===== config.mk =====
export PLATFORM = sky130hd
export DESIGN_NAME = reg_access_ctrl_flat
export DESIGN_NICKNAME = d
export VERILOG_FILES = /design/src/rtl/reg_access_ctrl_if.sv /design/src/rtl/reg_access_ctrl.sv /design/src/flat_wrapper.sv
export SDC_FILE = /design/constraint.sdc
export NUM_CORES = 1
export LEC_CHECK = 0
export ABC_AREA = 1
export CAP_MARGIN = 20
export CELL_PAD_IN_SITES_DETAIL_PLACEMENT = 1
export CELL_PAD_IN_SITES_GLOBAL_PLACEMENT = 2
export CORE_MARGIN = 4
export CORE_UTILIZATION = 27
export DETAILED_ROUTE_END_ITERATION = 12
export PLACE_DENSITY_LB_ADDON = 0.2
export SLEW_MARGIN = 0
export SYNTH_ARGS = -nofsm -noshare
export SYNTH_HDL_FRONTEND = slang
export SYNTH_SLANG_ARGS = --single-unit

===== constraint.sdc =====
create_clock -name clk -period 9.8 [get_ports clk]
set_clock_uncertainty 0.15 [all_clocks]
set_input_delay 1.96 -clock clk [delete_from_list [all_inputs] [get_ports clk]]
set_output_delay 1.96 -clock clk [all_outputs]
set_load 0.1 [all_outputs]

===== src/rtl/reg_access_ctrl_if.sv =====
// reg_access_ctrl_if: issue, operand, writeback and register-file signals of reg_access_ctrl
interface reg_access_ctrl_if #(
  parameter int XLEN = 32,
  parameter int AW = 5
);
  logic iss_valid;
  logic iss_ready;
  logic [AW-1:0] iss_rs1;
  logic [AW-1:0] iss_rs2;
  logic [AW-1:0] iss_rd;
  logic iss_rd_en;
  logic op_valid;
  logic op_ready;
  logic [XLEN-1:0] op_a;
  logic [XLEN-1:0] op_b;
  logic [AW-1:0] op_rd;
  logic wb_valid;
  logic [AW-1:0] wb_rd;
  logic [XLEN-1:0] wb_data;
  logic [AW-1:0] rf_rs1;
  logic [AW-1:0] rf_rs2;
  logic [XLEN-1:0] rf_rdata1;
  logic [XLEN-1:0] rf_rdata2;
  logic rf_we;
  logic [AW-1:0] rf_rd;
  logic [XLEN-1:0] rf_wdata;
  modport slave (
    input iss_valid, iss_rs1, iss_rs2, iss_rd, iss_rd_en, op_ready,
    input wb_valid, wb_rd, wb_data, rf_rdata1, rf_rdata2,
    output iss_ready, op_valid, op_a, op_b, op_rd,
    output rf_rs1, rf_rs2, rf_we, rf_rd, rf_wdata
  );
  modport master (
    output iss_valid, iss_rs1, iss_rs2, iss_rd, iss_rd_en, op_ready,
    output wb_valid, wb_rd, wb_data, rf_rdata1, rf_rdata2,
    input iss_ready, op_valid, op_a, op_b, op_rd,
    input rf_rs1, rf_rs2, rf_we, rf_rd, rf_wdata
  );
endinterface


===== src/rtl/reg_access_ctrl.sv =====
// reg_access_ctrl: scoreboarded operand fetch with writeback bypass and registered operand handshake
module reg_access_ctrl #(
  parameter int XLEN = 32,
  parameter int NREG = 32,
  parameter int AW = 5
) (
  input logic clk,
  input logic rst_n,
  reg_access_ctrl_if.slave bus,
  output logic [AW:0] pend_cnt
);
  logic [NREG-1:0] pending;
  logic [NREG-1:0] pend_next;
  logic [AW:0] cnt_next;
  logic hit1;
  logic hit2;
  logic hitd;
  logic raw;
  logic waw;
  logic accept;
  logic [XLEN-1:0] val_a;
  logic [XLEN-1:0] val_b;
  assign bus.rf_rs1 = bus.iss_rs1;
  assign bus.rf_rs2 = bus.iss_rs2;
  assign bus.rf_rd = bus.wb_rd;
  assign bus.rf_wdata = bus.wb_data;
  assign bus.rf_we = rst_n && bus.wb_valid && bus.wb_rd != '0;
  // operand bypass and hazard detection; a same-cycle writeback resolves the hazard it would clear
  always_comb begin
    hit1 = bus.wb_valid && bus.wb_rd == bus.iss_rs1;
    hit2 = bus.wb_valid && bus.wb_rd == bus.iss_rs2;
    hitd = bus.wb_valid && bus.wb_rd == bus.iss_rd;
    val_a = bus.iss_rs1 == '0 ? '0 : hit1 ? bus.wb_data : bus.rf_rdata1;
    val_b = bus.iss_rs2 == '0 ? '0 : hit2 ? bus.wb_data : bus.rf_rdata2;
    raw = (bus.iss_rs1 != '0 && pending[bus.iss_rs1] && !hit1) ||
          (bus.iss_rs2 != '0 && pending[bus.iss_rs2] && !hit2);
    waw = bus.iss_rd_en && bus.iss_rd != '0 && pending[bus.iss_rd] && !hitd;
    bus.iss_ready = rst_n && !raw && !waw && (!bus.op_valid || bus.op_ready);
    accept = bus.iss_valid && bus.iss_ready;
  end
  // next scoreboard: clear on writeback, then set on accept so a same-index set wins
  always_comb begin
    pend_next = pending;
    if (bus.wb_valid && bus.wb_rd != '0) pend_next[bus.wb_rd] = 1'b0;
    if (accept && bus.iss_rd_en && bus.iss_rd != '0) pend_next[bus.iss_rd] = 1'b1;
    cnt_next = '0;
    for (int i = 1; i < NREG; i++) cnt_next = cnt_next + (AW+1)'(pend_next[i]);
  end
  // scoreboard and its popcount
  always_ff @(posedge clk or negedge rst_n) begin
    if (!rst_n) begin
      pending <= '0;
      pend_cnt <= '0;
    end else begin
      pending <= pend_next;
      pend_cnt <= cnt_next;
    end
  end
  // operand bundle register: load on accept, drop when consumed, hold under backpressure
  always_ff @(posedge clk or negedge rst_n) begin
    if (!rst_n) begin
      bus.op_valid <= 1'b0;
      bus.op_a <= '0;
      bus.op_b <= '0;
      bus.op_rd <= '0;
    end else if (accept) begin
      bus.op_valid <= 1'b1;
      bus.op_a <= val_a;
      bus.op_b <= val_b;
      bus.op_rd <= bus.iss_rd_en ? bus.iss_rd : '0;
    end else if (bus.op_ready) begin
      bus.op_valid <= 1'b0;
    end
  end
endmodule

===== src/flat_wrapper.sv =====
// flat-port wrapper written by rule: the top's interface ports become plain ports
module reg_access_ctrl_flat 
#(
  parameter int XLEN = 32,
  parameter int NREG = 32,
  parameter int AW = 5
)
  (clk, rst_n, pend_cnt, bus_iss_valid, bus_iss_rs1, bus_iss_rs2, bus_iss_rd, bus_iss_rd_en, bus_op_ready, bus_wb_valid, bus_wb_rd, bus_wb_data, bus_rf_rdata1, bus_rf_rdata2, bus_iss_ready, bus_op_valid, bus_op_a, bus_op_b, bus_op_rd, bus_rf_rs1, bus_rf_rs2, bus_rf_we, bus_rf_rd, bus_rf_wdata);
  reg_access_ctrl_if #(.XLEN(XLEN), .AW(AW)) bus_i ();
  input logic clk;
  input logic rst_n;
  output logic [AW:0] pend_cnt;
  input wire logic [$bits(bus_i.iss_valid)-1:0] bus_iss_valid;
  input wire logic [$bits(bus_i.iss_rs1)-1:0] bus_iss_rs1;
  input wire logic [$bits(bus_i.iss_rs2)-1:0] bus_iss_rs2;
  input wire logic [$bits(bus_i.iss_rd)-1:0] bus_iss_rd;
  input wire logic [$bits(bus_i.iss_rd_en)-1:0] bus_iss_rd_en;
  input wire logic [$bits(bus_i.op_ready)-1:0] bus_op_ready;
  input wire logic [$bits(bus_i.wb_valid)-1:0] bus_wb_valid;
  input wire logic [$bits(bus_i.wb_rd)-1:0] bus_wb_rd;
  input wire logic [$bits(bus_i.wb_data)-1:0] bus_wb_data;
  input wire logic [$bits(bus_i.rf_rdata1)-1:0] bus_rf_rdata1;
  input wire logic [$bits(bus_i.rf_rdata2)-1:0] bus_rf_rdata2;
  output wire logic [$bits(bus_i.iss_ready)-1:0] bus_iss_ready;
  output wire logic [$bits(bus_i.op_valid)-1:0] bus_op_valid;
  output wire logic [$bits(bus_i.op_a)-1:0] bus_op_a;
  output wire logic [$bits(bus_i.op_b)-1:0] bus_op_b;
  output wire logic [$bits(bus_i.op_rd)-1:0] bus_op_rd;
  output wire logic [$bits(bus_i.rf_rs1)-1:0] bus_rf_rs1;
  output wire logic [$bits(bus_i.rf_rs2)-1:0] bus_rf_rs2;
  output wire logic [$bits(bus_i.rf_we)-1:0] bus_rf_we;
  output wire logic [$bits(bus_i.rf_rd)-1:0] bus_rf_rd;
  output wire logic [$bits(bus_i.rf_wdata)-1:0] bus_rf_wdata;
  assign bus_i.iss_valid = bus_iss_valid;
  assign bus_i.iss_rs1 = bus_iss_rs1;
  assign bus_i.iss_rs2 = bus_iss_rs2;
  assign bus_i.iss_rd = bus_iss_rd;
  assign bus_i.iss_rd_en = bus_iss_rd_en;
  assign bus_i.op_ready = bus_op_ready;
  assign bus_i.wb_valid = bus_wb_valid;
  assign bus_i.wb_rd = bus_wb_rd;
  assign bus_i.wb_data = bus_wb_data;
  assign bus_i.rf_rdata1 = bus_rf_rdata1;
  assign bus_i.rf_rdata2 = bus_rf_rdata2;
  assign bus_iss_ready = bus_i.iss_ready;
  assign bus_op_valid = bus_i.op_valid;
  assign bus_op_a = bus_i.op_a;
  assign bus_op_b = bus_i.op_b;
  assign bus_op_rd = bus_i.op_rd;
  assign bus_rf_rs1 = bus_i.rf_rs1;
  assign bus_rf_rs2 = bus_i.rf_rs2;
  assign bus_rf_we = bus_i.rf_we;
  assign bus_rf_rd = bus_i.rf_rd;
  assign bus_rf_wdata = bus_i.rf_wdata;
  reg_access_ctrl #(.XLEN(XLEN), .NREG(NREG), .AW(AW)) u_core (.clk(clk), .rst_n(rst_n), .bus(bus_i), .pend_cnt(pend_cnt));
endmodule

### Word-level counts from Yosys, hierarchy flattened

Index checks and enable logic that the tools add are counted.

* add/sub/neg operators: 30
* $mul: 0
* divide/modulo/power cells: 0
* magnitude comparators: 6
* equal/unequal tests: 3
* shifts and indexed selects: 0
* muxes and demuxes: 19
* bitwise operators: 3
* reductions and logical operators: 36

Operators by type and width (count)
* 32-bit 2-to-1 mux: 6
* 6-bit by 1-bit adder with 6-bit output: 29
* 32-bit AND: 1
* 32-bit NOT: 1
* 32-bit OR: 1
* 5-bit by 6-bit less-than comparator with 1-bit output (second input constant): 4
* 1-bit logical AND: 21
* 5-bit nonzero test: 4
* 1-bit binary-select mux with 5-bit select: 3
* 5-bit == test: 3
* 1-bit demux with 5-bit select: 2
* 5-bit by 1-bit greater-or-equal comparator with 1-bit output (second input constant): 2
* 5-bit logical NOT: 2
* 1-bit 2-to-1 mux: 7
* 1-bit logical NOT: 6
* 5-bit 2-to-1 mux: 1
* 1-bit by 1-bit adder with 2-bit output: 1
* 1-bit logical OR: 2
* 2-bit nonzero test: 1

* bits in registers: 108
* latch bits: 0
* memory bits (writable): 0
* ROM bits: 0
* input bits: 122
* output and inout port bits: 125
* word-level logic and storage cells: 103
* memories kept: 0

### Depth between registers and ports, before layout

* word-level depth: 43
* depth in mapped cells: 35
* depth with buffers taken out: 32

### Worst setup path before layout

No wires, ideal clock.

* path kind: input -> register
* from: input bus_iss_rd[0]
* to: register u_core.pend_cnt[4]
* setup time: 0.080 ns
* arrival time: 7.768 ns
* required time: 9.570 ns
* setup slack: 1.802 ns
* stages: 31
* buffers on the path: 3
* cell sequence: buf_4 buf_2 nand2_1 o21ai_0 nand2_1 nand2_1 nand2_1 nand2_1 nor2_1 nand2_1 nand2_1 nand2_1 nor2_2 nand4_2 buf_2 o21ai_0 ha_1 fa_1 fa_1 inv_1 fa_1 fa_1 fa_1 fa_1 inv_1 ha_1 fa_1 a21oi_1 nor2_1 nor2_1 xnor2_1

* longest elaborated chain between the ends: 41
* elaborated cells on any way between the ends: 52
* those cells by class: 30 x add/sub; 2 x order compare; 1 x eq/ne; 5 x mux; 1 x bitwise; 13 x reduce/logical

RTL lines
* start, declared: line flat_wrapper.sv:16 `input wire logic [$bits(bus_i.iss_rd)-1:0] bus_iss_rd;`
* 1-bit binary-select mux with 5-bit select (tied with other cells): line reg_access_ctrl.sv:37 `waw = bus.iss_rd_en && bus.iss_rd != '0 && pending[bus.iss_rd] && !hitd;`
* 1-bit 2-to-1 mux (implied by the code) (tied with other cells): line reg_access_ctrl.sv:37
* 1-bit logical AND / 1-bit logical NOT (equally long branches): line reg_access_ctrl.sv:37
* 1-bit logical AND: line reg_access_ctrl.sv:37
* 1-bit logical NOT: line reg_access_ctrl.sv:38 `bus.iss_ready = rst_n && !raw && !waw && (!bus.op_valid || bus.op_ready);`
* 1-bit logical AND (2 in a row): line reg_access_ctrl.sv:38
* 1-bit logical AND: line reg_access_ctrl.sv:39 `accept = bus.iss_valid && bus.iss_ready;`
* 1-bit logical AND (2 in a row): line reg_access_ctrl.sv:45 `if (accept && bus.iss_rd_en && bus.iss_rd != '0) pend_next[bus.iss_rd] = 1'b1;`
* 32-bit 2-to-1 mux (*): line reg_access_ctrl.sv:45
* named net u_core.pend_next[1]: line reg_access_ctrl.sv:13 `logic [NREG-1:0] pend_next;`
* 1-bit by 1-bit adder with 2-bit output (*): line reg_access_ctrl.sv:47 `for (int i = 1; i < NREG; i++) cnt_next = cnt_next + (AW+1)'(pend_next[i]);`
* 6-bit by 1-bit adder with 6-bit output (*) (29 in a row): line reg_access_ctrl.sv:47
* named net u_core.cnt_next[4]: line reg_access_ctrl.sv:14 `logic [AW:0] cnt_next;`
* end signal, assigned: line reg_access_ctrl.sv:56 `pend_cnt <= cnt_next;`
* end, declared: line reg_access_ctrl.sv:10 `output logic [AW:0] pend_cnt`

The timed path passes the listed nets; every way through them passes the cells marked *. The select of a mux whose other input is x is not followed.
A chain may end at the register's enable or synchronous reset.

### Final worst setup path

* from: input bus_iss_rd[3]
* to: register u_core.pend_cnt[4]

* elaborated cells on any way between the ends: 52
* those cells by class: 30 x add/sub; 2 x order compare; 1 x eq/ne; 5 x mux; 1 x bitwise; 13 x reduce/logical

RTL lines (line)
* 1-bit binary-select mux with 5-bit select (tied with other cells): reg_access_ctrl.sv:37
* 1-bit 2-to-1 mux (implied by the code) (tied with other cells): reg_access_ctrl.sv:37
* 1-bit logical AND / 1-bit logical NOT (equally long branches): reg_access_ctrl.sv:37
* 1-bit logical AND: reg_access_ctrl.sv:37
* 1-bit logical NOT: reg_access_ctrl.sv:38
* 1-bit logical AND (2 in a row): reg_access_ctrl.sv:38
* 1-bit logical AND: reg_access_ctrl.sv:39
* 1-bit logical AND (2 in a row): reg_access_ctrl.sv:45
* 32-bit 2-to-1 mux (*): reg_access_ctrl.sv:45
* named net u_core.pend_next[3]: reg_access_ctrl.sv:13
* 6-bit by 1-bit adder with 6-bit output (*) (29 in a row): reg_access_ctrl.sv:47
* named net u_core.cnt_next[4]: reg_access_ctrl.sv:14

Marks and branches as above.

==> metrics <==
post-route cell area=10600 um2; layout cells sized above 1=4.61%; Placed Instance Area=10300 um2; Final setup viols=0; Placeable Area=28700 um2; peak supply drop=about 470 uV; vias per cell=between 4 and 5; Synth top area share=34.4%; first-pass GRT wire length=51.0 mm; die width=179 um; ys flop type=dfrtp_1; H-tree Lvls=3; switch share=56.5%; post-synthesis net count=about 1300; Critical Path AT=8960 ps; sequential power share=between 20% and 30%; dominant cell type by area after synthesis=dfrtp_1; largest net degree at the start of global routing=77; sequential share of the synthesized area=between 30% and 40%; Tot GR Track Use=20.9%; DP HPWL=26.4 mm; Final nets=1495; clock sink count=108; hold_sp=u_core.pending[0]; Max-Cap Viols=0; Comb power frac=about two thirds; Sum Neg Setup Slack=0 ps; crit share post-route=90.1%; Hold Vio Cnt, Final=0; DRT Pass-1 Iters=5; FF-to-FF setup slack=3150 ps; Fmax=roughly 110 MHz; pre-CTS setup slack=613 ps; status=finished, final reports clean; # IOs=247; CTS Root Cell=clkbuf_16; cts hold-fix bufs=0; clock power share=12.6%; row count=62; top-count cell post-synth=nand2_1; number of global-route vias before repair=8262; total gr overflow=0; Netlist cell types=34; Yosys Warn Count=0; internal cell power=1.38 mW; Required @ worst endpoint=9940 ps; FF+latch count, synth=108; Worst path slowest cell=nor3_1; Slew Limit Headroom=28.7%; port buffer count=roughly 250; die height=roughly 180 um; Initial Utilization=27.4%; async set-or-reset flop fraction in the synthesized netlist=100%; TritonCTS buffer count=9; DRT Wirelength=33.6 mm; Max Fanout on Critical Path=20; Layout fillers=3564; Worst Hold Class=reg -> reg; Final ANT Viol Nets=0; NetSw=1.79 mW; Pwr Density=298 nW/um2; max-slew violation count=0; cell mode on critical path=fa_1; static leakage=5.17 nW; slew at the pin with the worst max-slew slack=~1100 ps; Initial DRC Count=652; via count=8016; initial antenna violation count=1; Die ar.=around 32000 um2; Synth Area per Inst=6.74 um2; setup slack after layout=973 ps; FF-to-FF Start=u_core.bus.op_valid; Syn-to-layout area delta=35.4%; # DRC=0; CTS resizes=0; CP startpoint kind=primary input; TritonCTS clock tree=built; Synth top cells by count=nand2_1, dfrtp_1, inv_1, o21ai_0, nand3_1; Critical Path Sink Type=flip-flop; cells after synthesis=roughly 1200; setup bufs post-CTS=0; Post-synth EDFFs=0; Clock Tree Buf Depth=2; top post-synthesis cells by area=dfrtp_1, nand2_1, fa_1; path depth of the worst reg2reg path=20; worst hold path depth=0; fin util=37.1%; r2r endpoint=u_core.pend_cnt[4]; GP Congestion=approximately 0.86; kind of critical path=in -> reg; Mapped Area=7860 um2; end of the worst hold path=u_core.pending[0]; RSZ-0062 raised after global routing=no; wire length per cell=about 19 um; CP max stage delay=roughly 730 ps; Worst-path clk slew=80 ps; clk_lat worst skew=360 ps; CP Launch Point=bus_iss_rd[3]; fin crit period=between 8000 and 9000 ps
## critical path: cells and delay by family
| family | cells | cell delay, ps |
|---|---|---|
| buffers and inverters | 5 | 1180 |
| AOI/OAI and AO/OA | 2 | 360 |
| adders and majority gates | 8 | 3790 |
| and+or+nand+nor | 11 | 1550 |
| xor gates and xnor gates | 1 | 130 |
## per-stage QoR
step	hold slack (ps)	instances	power, mW
after detailed placement	218	1714	2.82
after global placement	215	1714	2.80
after CTS	236	1730	3.23
after global routing	261	1731	3.42
final	231	1731	3.17
after floorplan	279	1167	2.24
## worst max-delay path by stage
| stage | cells past startpoint | slack (ps) | end |
|---|---|---|---|
| 2_1_floorplan | 31 | 1800 | u_core.pend_cnt[4] |
| 3_3_place_gp | 27 | 660 | u_core.pend_cnt[4] |
| 3_5_place_dp | 27 | 610 | u_core.pend_cnt[4] |
| 4_1_cts | 27 | 950 | u_core.pend_cnt[4] |
| 5_1_grt | 31 | 530 | u_core.pend_cnt[4] |
| 6_report | 27 | 970 | u_core.pend_cnt[4] |
## final cells by class
type / count / area [um2] / share of cell area (%)
antenna: 1 / 2.50 / 0.0235
multi-input combinational: 846 / 4120 / 38.7
clock inverter: 6 / 80.1 / 0.752
timing repair buffer: 268 / 2620 / 24.6
sequential: 108 / 2700 / 25.4
tap: 384 / 480 / 4.51
inverter: 108 / 405 / 3.81
clock buffer: 10 / 229 / 2.15
## power groups by stage
stage               sequential, mW  clock [mW]  combinational, mW
finish                       0.660       0.400               2.12
CTS                          0.661       0.414               2.16
global placement             0.665           0               2.14
floorplan                     1.44           0              0.802
detailed placement           0.668           0               2.15
global route                 0.678       0.432               2.31
## sequential cells by signal, indices dropped and copies added, names as in the netlist
register / flops
u_core.bus.op_a: 32
u_core.bus.op_b: 32
u_core.bus.op_rd: 5
u_core.bus.op_valid: 1
u_core.pend_cnt: 6
u_core.pending: 32
## cells in the final DEF (no fill, tap or decap), types with 2 or more instances in the layout
cell type / n
nand2_1: 488
clkdlybuf4s50_1: 244
dfrtp_1: 108
inv_1: 99
o21ai_0: 81
nand3_1: 75
nor2_1: 68
a21oi_1: 34
buf_4: 24
fa_1: 23
nor3_1: 19
o21bai_2: 10
ha_1: 9
clkbuf_16: 9
inv_2: 8
o21bai_1: 8
xor2_1: 7
o211ai_1: 6
o21ai_1: 4
o22ai_1: 3
inv_8: 3
nor2_2: 2
## kinds of logic (layout without fill, tap and decap cells)
logic type | after synthesis | count (layout) | synth area share [%]
AO/OA/AOI/OAI | 149 | 149 | 10.9
XOR/XNOR | 8 | 8 | 0.891
adder cells (fa/ha/maj) | 32 | 32 | 7.29
buffers and inverters | 213 | 392 | 13.3
flip-flops | 108 | 108 | 34.4
other | 0 | 1 | 0
AND/OR/NAND/NOR | 657 | 657 | 33.3
## metal layers
metal | track usage, % | vias to the layer above | wire length (um)
met5 | 0 | - | 0
met4 | 4.86 | 0 | 501
met3 | 2.86 | 23 | 1760
met2 | 34.7 | 209 | 15900
met1 | 28.8 | 3848 | 15400
li1 | - | 3936 | -
(Power assumes the default switching activity.)
